## src/rtl/conv_window_collector.sv

```systemverilog
// Collects per-pixel convolution results, keeps only windows fully inside the image,
// and presents them through a small show-ahead FIFO tagged with output-map coordinates.
module conv_window_collector #(
    parameter int DATA_WIDTH = 16,
    parameter int F          = 3,
    parameter int IMG_WIDTH  = 8,
    parameter int IMG_HEIGHT = 8,
    parameter int COORD_W    = 8,
    parameter int FIFO_DEPTH = 4
) (
    input  logic                  clk,
    input  logic                  rst_n,
    input  logic                  iValid,
    input  logic [DATA_WIDTH-1:0] iData,
    output logic                  oValid,
    input  logic                  oReady,
    output logic [DATA_WIDTH-1:0] oData,
    output logic [COORD_W-1:0]    oRow,
    output logic [COORD_W-1:0]    oCol,
    output logic                  oFrameDone,
    output logic                  oOverflow,
    input  logic                  iClear
);

    localparam int PTR_W = $clog2(FIFO_DEPTH);
    localparam int CNT_W = PTR_W + 1;

    localparam logic [COORD_W-1:0] EDGE     = COORD_W'(F - 1);
    localparam logic [COORD_W-1:0] LAST_COL = COORD_W'(IMG_WIDTH - 1);
    localparam logic [COORD_W-1:0] LAST_ROW = COORD_W'(IMG_HEIGHT - 1);
    localparam logic [CNT_W-1:0]   FULL_CNT = CNT_W'(FIFO_DEPTH);

    typedef struct packed {
        logic [DATA_WIDTH-1:0] data;
        logic [COORD_W-1:0]    row;
        logic [COORD_W-1:0]    col;
    } entry_t;

    logic [COORD_W-1:0] col_q, col_d;
    logic [COORD_W-1:0] row_q, row_d;
    logic [PTR_W-1:0]   wr_ptr_q, wr_ptr_d;
    logic [PTR_W-1:0]   rd_ptr_q, rd_ptr_d;
    logic [CNT_W-1:0]   count_q, count_d;
    logic [CNT_W-1:0]   remaining;
    entry_t             head_q, head_d;
    entry_t             new_entry;
    entry_t             mem_q [FIFO_DEPTH];
    logic               valid_q, valid_d;
    logic               frame_done_q, frame_done_d;
    logic               overflow_q, overflow_d;

    logic in_bounds;
    logic push_req;
    logic full;
    logic pop;
    logic push;
    logic mem_we;
    logic at_last_col;
    logic at_last_row;

    always_comb begin
        in_bounds   = (row_q >= EDGE) && (col_q >= EDGE);
        push_req    = iValid && in_bounds;
        full        = (count_q == FULL_CNT);
        pop         = valid_q && oReady;
        // A full FIFO still accepts a push when the head leaves in the same cycle.
        push        = push_req && (!full || pop);
        mem_we      = push && !iClear;
        at_last_col = (col_q == LAST_COL);
        at_last_row = (row_q == LAST_ROW);

        new_entry.data = iData;
        new_entry.row  = row_q - EDGE;
        new_entry.col  = col_q - EDGE;

        col_d = col_q;
        row_d = row_q;
        if (iValid) begin
            if (at_last_col) begin
                col_d = '0;
                row_d = at_last_row ? '0 : row_q + COORD_W'(1);
            end else begin
                col_d = col_q + COORD_W'(1);
            end
        end

        wr_ptr_d = push ? wr_ptr_q + PTR_W'(1) : wr_ptr_q;
        rd_ptr_d = pop  ? rd_ptr_q + PTR_W'(1) : rd_ptr_q;

        count_d = count_q;
        if (push && !pop) begin
            count_d = count_q + CNT_W'(1);
        end else if (pop && !push) begin
            count_d = count_q - CNT_W'(1);
        end
        remaining = pop ? count_q - CNT_W'(1) : count_q;

        // The head register is refilled from storage, or straight from the input
        // when the FIFO is about to become (or stay) otherwise empty.
        head_d = head_q;
        if (count_d != '0) begin
            head_d = (remaining == '0) ? new_entry : mem_q[rd_ptr_d];
        end

        valid_d      = (count_d != '0);
        overflow_d   = overflow_q || (push_req && full && !pop);
        frame_done_d = iValid && at_last_col && at_last_row;

        if (iClear) begin
            col_d        = '0;
            row_d        = '0;
            wr_ptr_d     = '0;
            rd_ptr_d     = '0;
            count_d      = '0;
            head_d       = head_q;
            valid_d      = 1'b0;
            overflow_d   = 1'b0;
            frame_done_d = 1'b0;
        end
    end

    // NOTE: state uses non-blocking assignments so every register samples pre-edge values.
    always_ff @(posedge clk or negedge rst_n) begin
        if (!rst_n) begin
            col_q        <= '0;
            row_q        <= '0;
            wr_ptr_q     <= '0;
            rd_ptr_q     <= '0;
            count_q      <= '0;
            head_q       <= '0;
            valid_q      <= 1'b0;
            frame_done_q <= 1'b0;
            overflow_q   <= 1'b0;
        end else begin
            col_q        <= col_d;
            row_q        <= row_d;
            wr_ptr_q     <= wr_ptr_d;
            rd_ptr_q     <= rd_ptr_d;
            count_q      <= count_d;
            head_q       <= head_d;
            valid_q      <= valid_d;
            frame_done_q <= frame_done_d;
            overflow_q   <= overflow_d;
        end
    end

    // NOTE: storage is not reset; count_q and head_q alone decide what is visible.
    always_ff @(posedge clk) begin
        if (mem_we) begin
            mem_q[wr_ptr_q] <= new_entry;
        end
    end

    assign oValid     = valid_q;
    assign oData      = head_q.data;
    assign oRow       = head_q.row;
    assign oCol       = head_q.col;
    assign oFrameDone = frame_done_q;
    assign oOverflow  = overflow_q;

endmodule

```

## config.mk

```make
export PLATFORM = sky130hd
export DESIGN_NAME = conv_window_collector
export DESIGN_NICKNAME = d
export VERILOG_FILES = /design/src/rtl/conv_window_collector.sv
export SDC_FILE = /design/constraint.sdc
export NUM_CORES = 1
export LEC_CHECK = 0
export BUFFER_PORTS_ARGS = -buffer_cell sky130_fd_sc_hd__buf_2
export CORE_MARGIN = 1
export CORE_UTILIZATION = 35
export DETAILED_ROUTE_END_ITERATION = 10
export GPL_TIMING_DRIVEN = 0
export PLACE_DENSITY = 0.55
export SETUP_SLACK_MARGIN = 0.4
export SYNTH_ARGS = -nofsm -noshare
export SYNTH_HDL_FRONTEND = slang
export SYNTH_SLANG_ARGS = --single-unit
```

## constraint.sdc

```tcl
create_clock -name clk -period 8.9 [get_ports clk]
set_input_delay 0.445 -clock clk [delete_from_list [all_inputs] [get_ports clk]]
set_output_delay 0.445 -clock clk [all_outputs]
set_load 0.02 [all_outputs]
```

**Word level (Yosys, flattened, before mapping)**

Memory sizes are Yosys's and may differ from the RTL's.
Index checks and enable logic that the tools add are counted.

- Bits in registers: 58
- Bits in writable memories: 128
- Bits of input ports: 21
- Output and inout bits: 35
- Memories: 1

- Add/subtract/negate cells: 8
- Order comparisons: 2
- Equality and inequality tests: 3
- Muxes and demuxes: 21
- Bitwise gates (word level): 1
- Reductions and logical operators: 24

Memories:

| name | depth | bits a word | read ports | clocked after Yosys merged registers in | wr ports | line | text |
|---|---|---|---|---|---|---|---|
| mem_q | 4 | 32 | 1 | 0 | 1 | 47 | `entry_t mem_q [FIFO_DEPTH];` |

Operators by type and width:

| cell | number |
|---|---|
| 8-bit 2-to-1 mux | 7 |
| 32-bit 2-to-1 mux | 1 |
| 8-bit by 1-bit adder with 8-bit output, second input constant | 2 |
| 8-bit by 3-bit == test with 1-bit output, second input constant | 2 |
| 8-bit by 2-bit greater-or-equal comparator with 1-bit output, second input constant | 2 |
| 8-bit by 2-bit subtractor with 8-bit output, second input constant | 2 |
| 3-bit 2-to-1 mux | 4 |
| 1-bit logical AND | 11 |
| 2-bit 2-to-1 mux | 4 |
| 2-bit nonzero test | 3 |
| 1-bit 2-to-1 mux | 5 |
| 2-bit by 1-bit adder with 2-bit output, second input constant | 2 |
| 1-bit logical NOT | 4 |
| 2-bit AND reduction | 2 |
| 3-bit by 1-bit adder with 3-bit output, second input constant | 1 |
| 3-bit == test, second input constant | 1 |
| 3-bit logical NOT | 1 |
| 3-bit nonzero test | 1 |
| 3-bit by 1-bit subtractor with 3-bit output, second input constant | 1 |
| 1-bit logical OR | 2 |
| 1-bit inverter | 1 |

**Longest topological paths before layout**

Gate-level depths: netlist (run 1).

- Word-level depth: 10
- Depth in mapped cells: 10
- Gate-level depth less buffers: 8

**Worst setup path before layout (run 1)**

No wires, ideal clock.

- Path kind: reg2reg
- Start point: register row_q[5]
- End point: register head_q (netlist bit oCol[0])
- Library setup time: 0.125 ns
- Arrival time: 2.823 ns
- Required time: 8.775 ns
- Setup slack: 5.952 ns
- Cell stages (with the launch flop): 9
- Clock period less this slack: 2.948 ns
- Cells stage by stage: dfrtp_1 -> or4_4 -> or4_4 -> and3_4 -> buf_6 -> and3_4 -> o31ai_4 -> buf_8 -> mux2_4

- Word-level cells in the longest chain between the ends: 10
- Elaborated cells on any way between the ends: 11

RTL lines:

| what | line | text |
|---|---|---|
| start: declaration | 40 | `logic [COORD_W-1:0] row_q, row_d;` |
| start signal: assignment | 136 | `row_q <= row_d;` |
| 8-bit by 2-bit greater-or-equal comparator with 1-bit output (*) | 62 | `in_bounds = (row_q >= EDGE) && (col_q >= EDGE);` |
| 1-bit logical AND (*) | 62 |  |
| 1-bit logical AND (*) | 63 | `push_req = iValid && in_bounds;` |
| 1-bit logical AND (*) | 67 | `push = push_req && (!full \|\| pop);` |
| 1-bit logical NOT | 93 | `end else if (pop && !push) begin` |
| 1-bit logical AND | 93 |  |
| 3-bit 2-to-1 mux | 93 |  |
| 3-bit 2-to-1 mux (*) | 91 | `if (push && !pop) begin` |
| 3-bit nonzero test (*) | 101 | `if (count_d != '0) begin` |
| 2-bit AND reduction (no line) (*) | -- |  |
| end signal: assignment | 130 | `head_q <= '0;` |
| end signal: assignment | 140 | `head_q <= head_d;` |
| end: declaration | 45 | `entry_t head_q, head_d;` |

Mark *: on every way between the ends. The rest lies on a longest branch, timed or not.
A chain may end at the register's enable or synchronous reset.

**Worst setup path in the final report (run 1)**

- Start point: register row_q[5]
- End point: register head_q (netlist bit oCol[5])

The elaborated chain is that of the path after synthesis.

==> run_results.csv, run 1 <==
group,metric,value,unit
place,place_inst,931,
routing,via_per_inst,4.91,
power_and_ir_drop,pwr-share-clk,0.289,
sta,fin_crit,3.33,ns
routing,drt_pass1_iterations,6,
die,std_cell_rows,55,
die,die_h,155,um
layout,final_common_cell,"edfxtp_1",
layout,drive_gt1_frac,0.249,
critical_path,arrival,3.64,ns
power_and_ir_drop,p_per_area,272,mW/mm2
clock_tree,cts-resized-gates,0,
sta,worst_pin_slew,1.15,ns
layout,layout.area.seq,0.00530,mm2
power_and_ir_drop,switchingPower,0.826,mW
sta,max_slew_margin,0.227,
layout,final_core_util,0.417,
clock_tree,h-tree-depth,4,
layout,design_area,0.00950,mm2
layout,diodes,0,
place,place.detailed.hpwl,11.8,mm
synth,syn_area,0.00816,mm2
synth,synth_ff_type,"edfxtp_1",
synth,async_reset_ff_frac,0.312,
layout,most-common-layout-cells,"edfxtp_1, buf_2, dfrtp_1",
routing,drt_iter0_drc,285,
sta,rsz0062_at_grt,"no",
clock_tree,clk_latency,0.44,ns
critical_path,crit_path_max_fanout,10,
power_and_ir_drop,peakVddDrop,0.000124,V
sta,period_share,0.375,
synth,syn-mean-instance-area,14.6,um2
critical_path,required,9.21,ns
routing,wl_per_cell,19.0,um
die,dieArea,0.0239,mm2
place,gp_congestion,0.805,
routing,drc,0,
global_route,grt_pass1_vias,5033,
layout,syn_to_final_growth,16.4,%
global_route,grt_max_degree,59,
synth,synth_fp_nets,596,
place,place_area,0.00893,mm2
routing,wl,18.3,mm
sta,hold_viol,0,
power_and_ir_drop,p_comb_frac,0.301,
synth,synth_seq_area_share,0.649,
sta,setup_tns,0,ns
power_and_ir_drop,finalPower,2.58,mW
die,ios,56,
die,coreArea,0.0228,mm2
layout,stdcell_count,963,
sta,max_freq,300,MHz
critical_path,crit_path_cell_trace,"or4_4, or4_4, and3_4, buf_6, and3_4, o31ai_4, buf_8, mux2_4",
global_route,grt_pass1_wl,29.0,mm
clock_tree,cts_inserted_buffers,17,
run_status,status,"finished clean",
hold_path,hold_path.class,"in -> async",
die,die_x,155,um
critical_path,critPathLaunchType,"register",
clock_tree,tritoncts,"yes",
clock_tree,post_cts_buffers,0,
critical_path,crit_slowest_cell,"or4_4",
flow_run,maxCapViolCount,0,
clock_tree,clk_pin_slew,0.07,ns
clock_tree,cts_hold_buffers,0,
power_and_ir_drop,p_seq_frac,0.409,
layout,num-fill-cells,2088,
power_and_ir_drop,p_leak,3.79,nW
routing,dr_total_vias,4725,
sta,setup-violations-final,0,
synth,synth_edf_count,128,
power_and_ir_drop,intPower,1.76,mW
global_route,grt_overflow,0,
global_route,antenna_found_initial,0,
place,port_buffers,54,
synth,ys_ff_latch,186,
critical_path,slowest_delay,0.58,ns
power_and_ir_drop,swShare,0.320,
critical_path,worst-setup-path-type,"reg -> reg",
synth,ys_types,45,
die,start_util,0.358,
layout,nets,673,
sta,finClkSkew,0.0143,ns
clock_tree,clock_path_buffers,2,
clock_tree,clockRootBuffer,"clkbuf_16",
sta,finalMaxSlewViolations,0,
synth,yosysWarnings,0,
routing,ant_nets,0,
layout,multi_input_area,0.00264,mm2
clock_tree,cts_num_sinks,186,
critical_path,critPathCaptureType,"register",
synth,synthCells,560,
global_route,grt_util_all_layers,0.164,
[state kept, by name, summed over array words and instances (netlist names)]
register and count:
mem_q 128, oData 16, col_q 8, oCol 8
oRow 8, row_q 8, count_q 3, rd_ptr_q 2
wr_ptr_q 2, oFrameDone 1, oOverflow 1, oValid 1
[cells by family after synthesis]
| family | after synthesis | share of synthesized area |
|---|---|---|
| adders and majority gates | 15 | 0.0230 |
| and+or+nand+nor | 119 | 0.0690 |
| xor gates and xnor gates | 24 | 0.0258 |
| buffers and inverters | 46 | 0.0288 |
| AOI/OAI and AO/OA | 71 | 0.0621 |
| muxes | 99 | 0.143 |
| DFF | 186 | 0.649 |
[metrics by stage]
step           worst slack (ns)  hold slack (ns)
6_report                   5.57            0.110
3_5_place_dp               5.57            0.484
5_1_grt                    5.37            0.177
3_3_place_gp               5.13            0.489
4_1_cts                    5.55            0.154
2_1_floorplan              5.95            0.149
[critical path, delay by kind of cell (launching register included)]
| kind | cells | cell delay (ns) |
|---|---|---|
| AOI/OAI and AO/OA | 1 | 0.57 |
| buffers and inverters | 2 | 0.40 |
| and+or+nand+nor | 4 | 1.45 |
| DFF | 1 | 0.46 |
| muxes | 1 | 0.31 |
[worst paths after layout]
kind	startpoint	to	slack, ns	depth (start not counted)
max	row_q[5]	oCol[5]	5.57	8
min in group clk	iData[13]	mem_q[0][29]	0.25	1
min	rst_n	oData[10]	0.11	1
max in group asynchronous	rst_n	oCol[1]	8.18	1
min reg2reg	oCol[5]	oCol[5]	0.51	1
max reg2reg	row_q[5]	oCol[5]	5.57	8
[layout make-up]
class | instances | share of cell area
Buffer | 30 | 0.0184
Clock inverter | 13 | 0.0148
Tap cell | 313 | 0.0412
Clock buffer | 19 | 0.0456
Timing Repair Buffer | 58 | 0.0387
Multi-Input combinational cell | 328 | 0.278
Sequential cell | 186 | 0.557
Inverter | 16 | 0.00632
[cell usage after synthesis (3+ instances only)]
| master | instances | area, um2 |
|---|---|---|
| nand3_1 | 8 | 40.0 |
| mux2_4 | 29 | 435 |
| buf_6 | 3 | 33.8 |
| xnor2_1 | 10 | 87.6 |
| or3_1 | 5 | 31.3 |
| dfrtp_1 | 58 | 1450 |
| a21oi_1 | 20 | 100 |
| nand2b_1 | 3 | 18.8 |
| clkbuf_1 | 17 | 63.8 |
| xor2_1 | 14 | 123 |
| nor3_1 | 5 | 25.0 |
| mux2_2 | 22 | 248 |
| nand4_1 | 3 | 18.8 |
| ha_1 | 15 | 188 |
| edfxtp_1 | 128 | 3840 |
| buf_8 | 3 | 45.0 |
| o21ai_0 | 13 | 65.1 |
| inv_1 | 16 | 60.1 |
| nor2_1 | 27 | 101 |
| buf_2 | 5 | 25.0 |
| o221ai_1 | 18 | 158 |
| nand2_1 | 49 | 184 |
| and3_1 | 6 | 37.5 |
| mux2i_1 | 48 | 480 |
| a211oi_1 | 5 | 37.5 |
| o22ai_1 | 6 | 37.5 |
[power groups by stage]
| stage | logic, mW | registers [mW] | clock network (mW) |
|---|---|---|---|
| after floorplan | 0.464 | 1.15 | 0 |
| after global placement | 0.783 | 1.07 | 0 |
| after detailed placement | 0.790 | 1.07 | 0 |
| after CTS | 0.792 | 1.06 | 0.769 |
| after global routing | 0.846 | 1.07 | 0.803 |
| final | 0.779 | 1.06 | 0.748 |
[per-layer routing]
layer  up-vias  part of all wire  track usage
li1       2241                 -            -
met1      2386              0.47        0.212
met2        93              0.49        0.278
met3         5             0.039       0.0384
met4         0            0.0053       0.0424
met5         -                 0            0
Power figures use the tool's default switching activity.
==> inputs of run 2 (changes only) <==
==> constraint.sdc (replaced) <==
create_clock -name clk -period 3.4 [get_ports clk]
set_input_delay 0.17 -clock clk [delete_from_list [all_inputs] [get_ports clk]]
set_output_delay 0.17 -clock clk [all_outputs]
set_load 0.02 [all_outputs]
==> run 2 against run 1 <==
Core utilization increased by 1.8 points. Register-to-register slack got worse by 5.2 ns. Critical path depth increased by 1. Sequential power increased to 2.6 times the previous value. Clock power increased to 2.6 times the previous value. Non-clock buffer count increased by 30. Sequential share of layout area decreased by 2.2 points. Final area increased by 4.2%.
==> run_results.csv, run 2 (same netlist as run 1, synthesis figures left out) <==
group,metric,value,unit
run_status,status,"finished clean",
global_route,grt_pass1_wl,29.5,mm
routing,drt_pass1_iterations,4,
critical_path,crit_slowest_cell,"or4_4",
clock_tree,clockRootBuffer,"clkbuf_16",
routing,drc,0,
sta,worst_pin_slew,0.866,ns
clock_tree,h-tree-depth,4,
routing,drt_iter0_drc,283,
routing,wl_per_cell,19.3,um
sta,fin_crit,3.00,ns
layout,most-common-layout-cells,"edfxtp_1, buf_2, dfrtp_1",
die,start_util,0.358,
sta,period_share,0.884,
sta,setup-violations-final,0,
layout,drive_gt1_frac,0.278,
die,coreArea,0.0228,mm2
routing,ant_nets,0,
global_route,grt_util_all_layers,0.167,
layout,stdcell_count,993,
critical_path,required,3.72,ns
place,port_buffers,54,
global_route,antenna_found_initial,0,
layout,final_common_cell,"edfxtp_1",
critical_path,worst-setup-path-type,"reg -> reg",
sta,max_freq,333,MHz
power_and_ir_drop,p_per_area,708,mW/mm2
layout,top_register,"mem_q",
power_and_ir_drop,p_leak,3.97,nW
layout,design_area,0.00990,mm2
die,die_x,155,um
layout,nets,703,
global_route,grt_max_degree,59,
routing,via_per_inst,4.89,
routing,wl,19.1,mm
place,place_area,0.00893,mm2
critical_path,critPathCaptureType,"register",
power_and_ir_drop,peakVddDrop,0.000285,V
place,place.detailed.hpwl,11.8,mm
die,ios,56,
critical_path,crit_path_cell_trace,"or4_4, or4_4, and3_4, buf_6, and3_4, o31ai_4, buf_12, clkbuf_16, mux2_4",
hold_path,hold_path.class,"in -> reg",
clock_tree,tritoncts,"yes",
routing,dr_total_vias,4852,
clock_tree,clk_latency,0.44,ns
layout,diodes,0,
die,std_cell_rows,55,
clock_tree,clock_path_buffers,2,
clock_tree,cts_num_sinks,186,
global_route,grt_overflow,0,
sta,finClkSkew,0.0122,ns
critical_path,critPathLaunchType,"register",
sta,finalMaxSlewViolations,0,
critical_path,arrival,3.32,ns
place,place_inst,931,
sta,rsz0062_at_grt,"yes",
critical_path,slowest_delay,0.55,ns
clock_tree,cts_inserted_buffers,17,
global_route,grt_pass1_vias,5117,
sta,hold_viol,0,
die,die_h,155,um
sta,max_slew_margin,0.423,
flow_run,maxCapViolCount,0,
place,gp_congestion,0.805,
die,dieArea,0.0239,mm2
layout,syn_to_final_growth,21.3,%
layout,largest_reg_flops,128,
clock_tree,clk_pin_slew,0.07,ns
critical_path,crit_path_max_fanout,8,
## run 2: changes by cell type in the layout (fill, tap and decap cells not counted), sizes merged
cell / previous run / this run
dlygate4sd3: 0 / 17
clkbuf: 36 / 39
buf: 71 / 81
## run 2: critical path, delay by kind of cell, from the launching register on
kind	cells	cell delay [ns]
AO/OA/AOI/OAI	1	0.21
buffers and inverters	3	0.52
flip-flops	1	0.44
multiplexers	1	0.30
AND/OR/NAND/NOR	4	1.41
## run 2: timing repair
| item | in CTS | in global routing |
|---|---|---|
| endpoints found under the hold margin | 122 | 0 |
| gates resized for setup | 12 | 12 |
| pin swaps | 2 | 0 |
| hold buffers | 17 | 0 |
| setup endpoints to repair | 85 | 110 |
| gates cloned | 0 | 3 |
| buffers inserted | 3 | 7 |
## run 2: worst paths after layout
path / start / to / slack, ns / cells past startpoint
worst max-delay path: row_q[6] / oCol[1] / 0.40 / 9
worst min-delay path: iClear / row_q[1] / 0.08 / 2
worst max register to register: row_q[6] / oCol[1] / 0.40 / 9
worst min register to register: oOverflow / oOverflow / 0.51 / 2
max in group asynchronous: rst_n / row_q[5] / 2.39 / 2
min in group asynchronous: rst_n / oData[10] / 0.37 / 2
## run 2: through the flow
stage | TNS [ns] | utilization | total power, mW | setup slack [ns] | hold WS [ns]
detailed placement | 0 | 0.392 | 4.88 | 0.0796 | 0.351
finish | 0 | 0.435 | 7.01 | 0.395 | 0.0845
global placement | -44.02 | 0.387 | 4.86 | -0.375 | 0.398
CTS | 0 | 0.428 | 6.95 | 0.394 | 0.0541
floorplan | 0 | - | 4.22 | 0.452 | -0.126
global route | 0 | 0.435 | 7.35 | 0.363 | 0.0946
## run 2: power breakdown
part | switching, mW | internal, mW
Combinational | 1.22 | 1.05
Sequential | 0.138 | 2.63
Clock | 0.875 | 1.09
## run 2: cell type report
cell class | count | area [um2]
Fill cell | 2062 | 12900
Multi-Input combinational cell | 328 | 2680
Buffer | 30 | 199
Sequential cell | 186 | 5300
Clock buffer | 19 | 433
Inverter | 16 | 60.1
Clock inverter | 13 | 140
Timing Repair Buffer | 88 | 704
Tap cell | 313 | 392
## run 2: per-layer routing
layer | part of all wire | vias to the layer above | global-route usage
met2 | 0.49 | 109 | 0.282
met3 | 0.039 | 15 | 0.0378
met4 | 0.0093 | 0 | 0.0424
met1 | 0.46 | 2437 | 0.215
met5 | 0 | - | 0
li1 | - | 2291 | -
==> inputs of run 3 (changes only) <==
--- a/config.mk
+++ b/config.mk
@@ -5,6 +5,7 @@
 export SDC_FILE = /design/constraint.sdc
 export NUM_CORES = 1
 export LEC_CHECK = 0
+export ABC_AREA = 1
 export BUFFER_PORTS_ARGS = -buffer_cell sky130_fd_sc_hd__buf_2
 export CORE_MARGIN = 1
 export CORE_UTILIZATION = 35
@@ -15,3 +16,4 @@
 export SYNTH_ARGS = -nofsm -noshare
 export SYNTH_HDL_FRONTEND = slang
 export SYNTH_SLANG_ARGS = --single-unit
+export TNS_END_PERCENT = 10
==> run 3 against run 2 <==
Hold slack improved by 0.038 ns. Clock power about the same. Synthesized area increased by 1.8%. Die area increased by 1.7%. Fmax increased by 9.9%. Register-to-register slack improved by 0.27 ns. First-iteration DRC count increased by 48%. Critical endpoint is now mem_q[0][31]. Largest cell class unchanged.
==> run_results.csv, run 3 <==
group,metric,value,unit
synth,synth_commonest_cells,"nand2_1, edfxtp_1, nand3_1",
global_route,grt_pass1_wl,31.7,mm
critical_path,critPathCaptureType,"register",
synth,yosysWarnings,0,
layout,top_register,"mem_q",
synth,yosys.area.top_type_share,0.463,
sta,finalMaxSlewViolations,0,
clock_tree,cts_inserted_buffers,17,
global_route,grt_max_degree,59,
sta,max_slew_margin,0.478,
clock_tree,cts_num_sinks,186,
layout,stdcell_count,1226,
synth,synth_area_leaders,"edfxtp_1, dfrtp_1, nand2_1",
die,ios,56,
critical_path,reg2reg_depth,10,
routing,wl_per_cell,16.4,um
critical_path,arrival,2.86,ns
flow_run,maxCapViolCount,0,
layout,num-fill-cells,2280,
sta,period_share,0.804,
routing,ant_nets,0,
critical_path,critPathLaunchType,"register",
sta,fin_crit,2.73,ns
sta,max_freq,366,MHz
layout,most-common-layout-cells,"nand2_1, edfxtp_1, nand3_1",
routing,dr_total_vias,5879,
layout,drive_gt1_frac,0.165,
die,std_cell_rows,56,
synth,ys_types,37,
hold_path,hold_path.class,"in -> reg",
global_route,grt_util_all_layers,0.174,
die,dieArea,0.0244,mm2
synth,synth_fp_nets,835,
routing,via_per_inst,4.80,
sta,worst_pin_slew,0.782,ns
layout,final_common_cell,"nand2_1",
die,die_x,156,um
clock_tree,clk_pin_slew,0.06,ns
critical_path,worst-setup-path-type,"reg -> reg",
die,coreArea,0.0234,mm2
sta,hold_viol,0,
place,place_area,0.00909,mm2
clock_tree,tritoncts,"yes",
global_route,antenna_found_initial,0,
layout,syn_to_final_growth,18.6,%
synth,yosysMostFrequentCell,"nand2_1",
power_and_ir_drop,p_per_area,712,mW/mm2
run_status,status,"finished clean",
routing,drc,0,
synth,syn_area,0.00831,mm2
place,port_buffers,54,
power_and_ir_drop,peakVddDrop,0.000320,V
synth,synth_edf_count,128,
place,gp_congestion,0.782,
global_route,grt_overflow,0,
clock_tree,h-tree-depth,4,
synth,ys_ff_latch,186,
synth,yosysTopAreaCell,"edfxtp_1",
layout,nets,930,
synth,synth_seq_area_share,0.638,
synth,synthCells,799,
critical_path,crit_path_max_fanout,21,
place,place_inst,1176,
clock_tree,clock_path_buffers,2,
sta,finClkSkew,0.0102,ns
layout,design_area,0.00985,mm2
clock_tree,clockRootBuffer,"clkbuf_16",
sta,rsz0062_at_grt,"no",
routing,wl,20.0,mm
critical_path,required,3.53,ns
synth,synth_ff_type,"edfxtp_1",
global_route,grt_pass1_vias,5715,
clock_tree,cts-resized-gates,0,
synth,async_reset_ff_frac,0.312,
power_and_ir_drop,finalPower,7.01,mW
die,die_h,156,um
layout,diodes,0,
hold_path,min_path_cells,3,
sta,setup-violations-final,0,
die,start_util,0.355,
layout,largest_reg_flops,128,
routing,drt_pass1_iterations,5,
clock_tree,clk_latency,0.43,ns
place,place.detailed.hpwl,13.5,mm
routing,drt_iter0_drc,419,
synth,syn-mean-instance-area,10.4,um2
power_and_ir_drop,p_leak,4.09,nW
layout,final_core_util,0.421,
==> run 3: layout make-up <==
type                       count  area, um2  area share
clock inverter                12        111      0.0113
sequential                   186       5300       0.537
buffer                        40        214      0.0217
clock buffer                  20        457      0.0463
timing repair buffer          76        551      0.0559
multi-input combinational    524       2640       0.268
inverter                      49        185      0.0188
tap                          319        399      0.0405
==> run 3: worst max-delay path, stage by stage, from the launching register on <==
cell and delay, ns:
dfrtp_1 0.50, inv_1 0.16, ha_1 0.19, nor2_1 0.06, nand2_1 0.11, nand3_4 0.13, inv_2 0.09, o21ai_0 0.11
or2_2 0.40, nor2_4 0.40, buf_12 0.26
==> run 3: power by group <==
part           internal (mW)  switching [mW]  total, mW
sequential              2.64           0.110       2.75
combinational          0.737            1.60       2.34
clock                   1.06           0.870       1.93
total                   4.43            2.58       7.01
==> run 3: layer usage <==
layer	wire length [um]	vias up	track usage	share of wire
met4	251	0	0.0486	0.013
li1	-	2927	-	-
met3	1000	20	0.0358	0.050
met5	0	-	0	0
met2	9300	144	0.279	0.46
met1	9490	2788	0.238	0.47
==> run 3: cells by family (layout without fill, tap and decap cells) <==
| family | after synthesis | in the layout | synth area share |
|---|---|---|---|
| AOI/OAI and AO/OA | 53 | 53 | 0.0351 |
| buffers and inverters | 89 | 197 | 0.0481 |
| and+or+nand+nor | 443 | 443 | 0.242 |
| DFF | 186 | 186 | 0.638 |
| adders and majority gates | 15 | 15 | 0.0226 |
| xor gates and xnor gates | 13 | 13 | 0.0146 |
==> run 3: stage by stage <==
step / setup TNS (ns) / hold slack [ns] / worst slack (ns)
3_3_place_gp: -159.26 / 0.403 / -1.31
3_5_place_dp: 0 / 0.406 / 0.561
5_1_grt: 0 / 0.133 / 0.489
6_report: 0 / 0.122 / 0.667
2_1_floorplan: 0 / -0.126 / 0.243
4_1_cts: 0 / 0.0885 / 0.547
==> run 3: path summary, 6_finish.rpt <==
path                                start            to  slack, ns
worst max register to register   col_q[0]  mem_q[0][31]       0.67
worst min-delay path               iValid      col_q[0]       0.12
worst min register to register  oOverflow     oOverflow       0.51
min in group asynchronous           rst_n    oFrameDone       0.35
worst max-delay path             col_q[0]  mem_q[0][31]       0.67
max in group asynchronous           rst_n      oData[3]       2.52
==> run 3: repair_timing <==
item / CTS / global route
buffers inserted: 0 / 1
setup endpoints to repair: 0 / 2
hold endpoints to repair: 64 / 58
hold buffers: 16 / 1
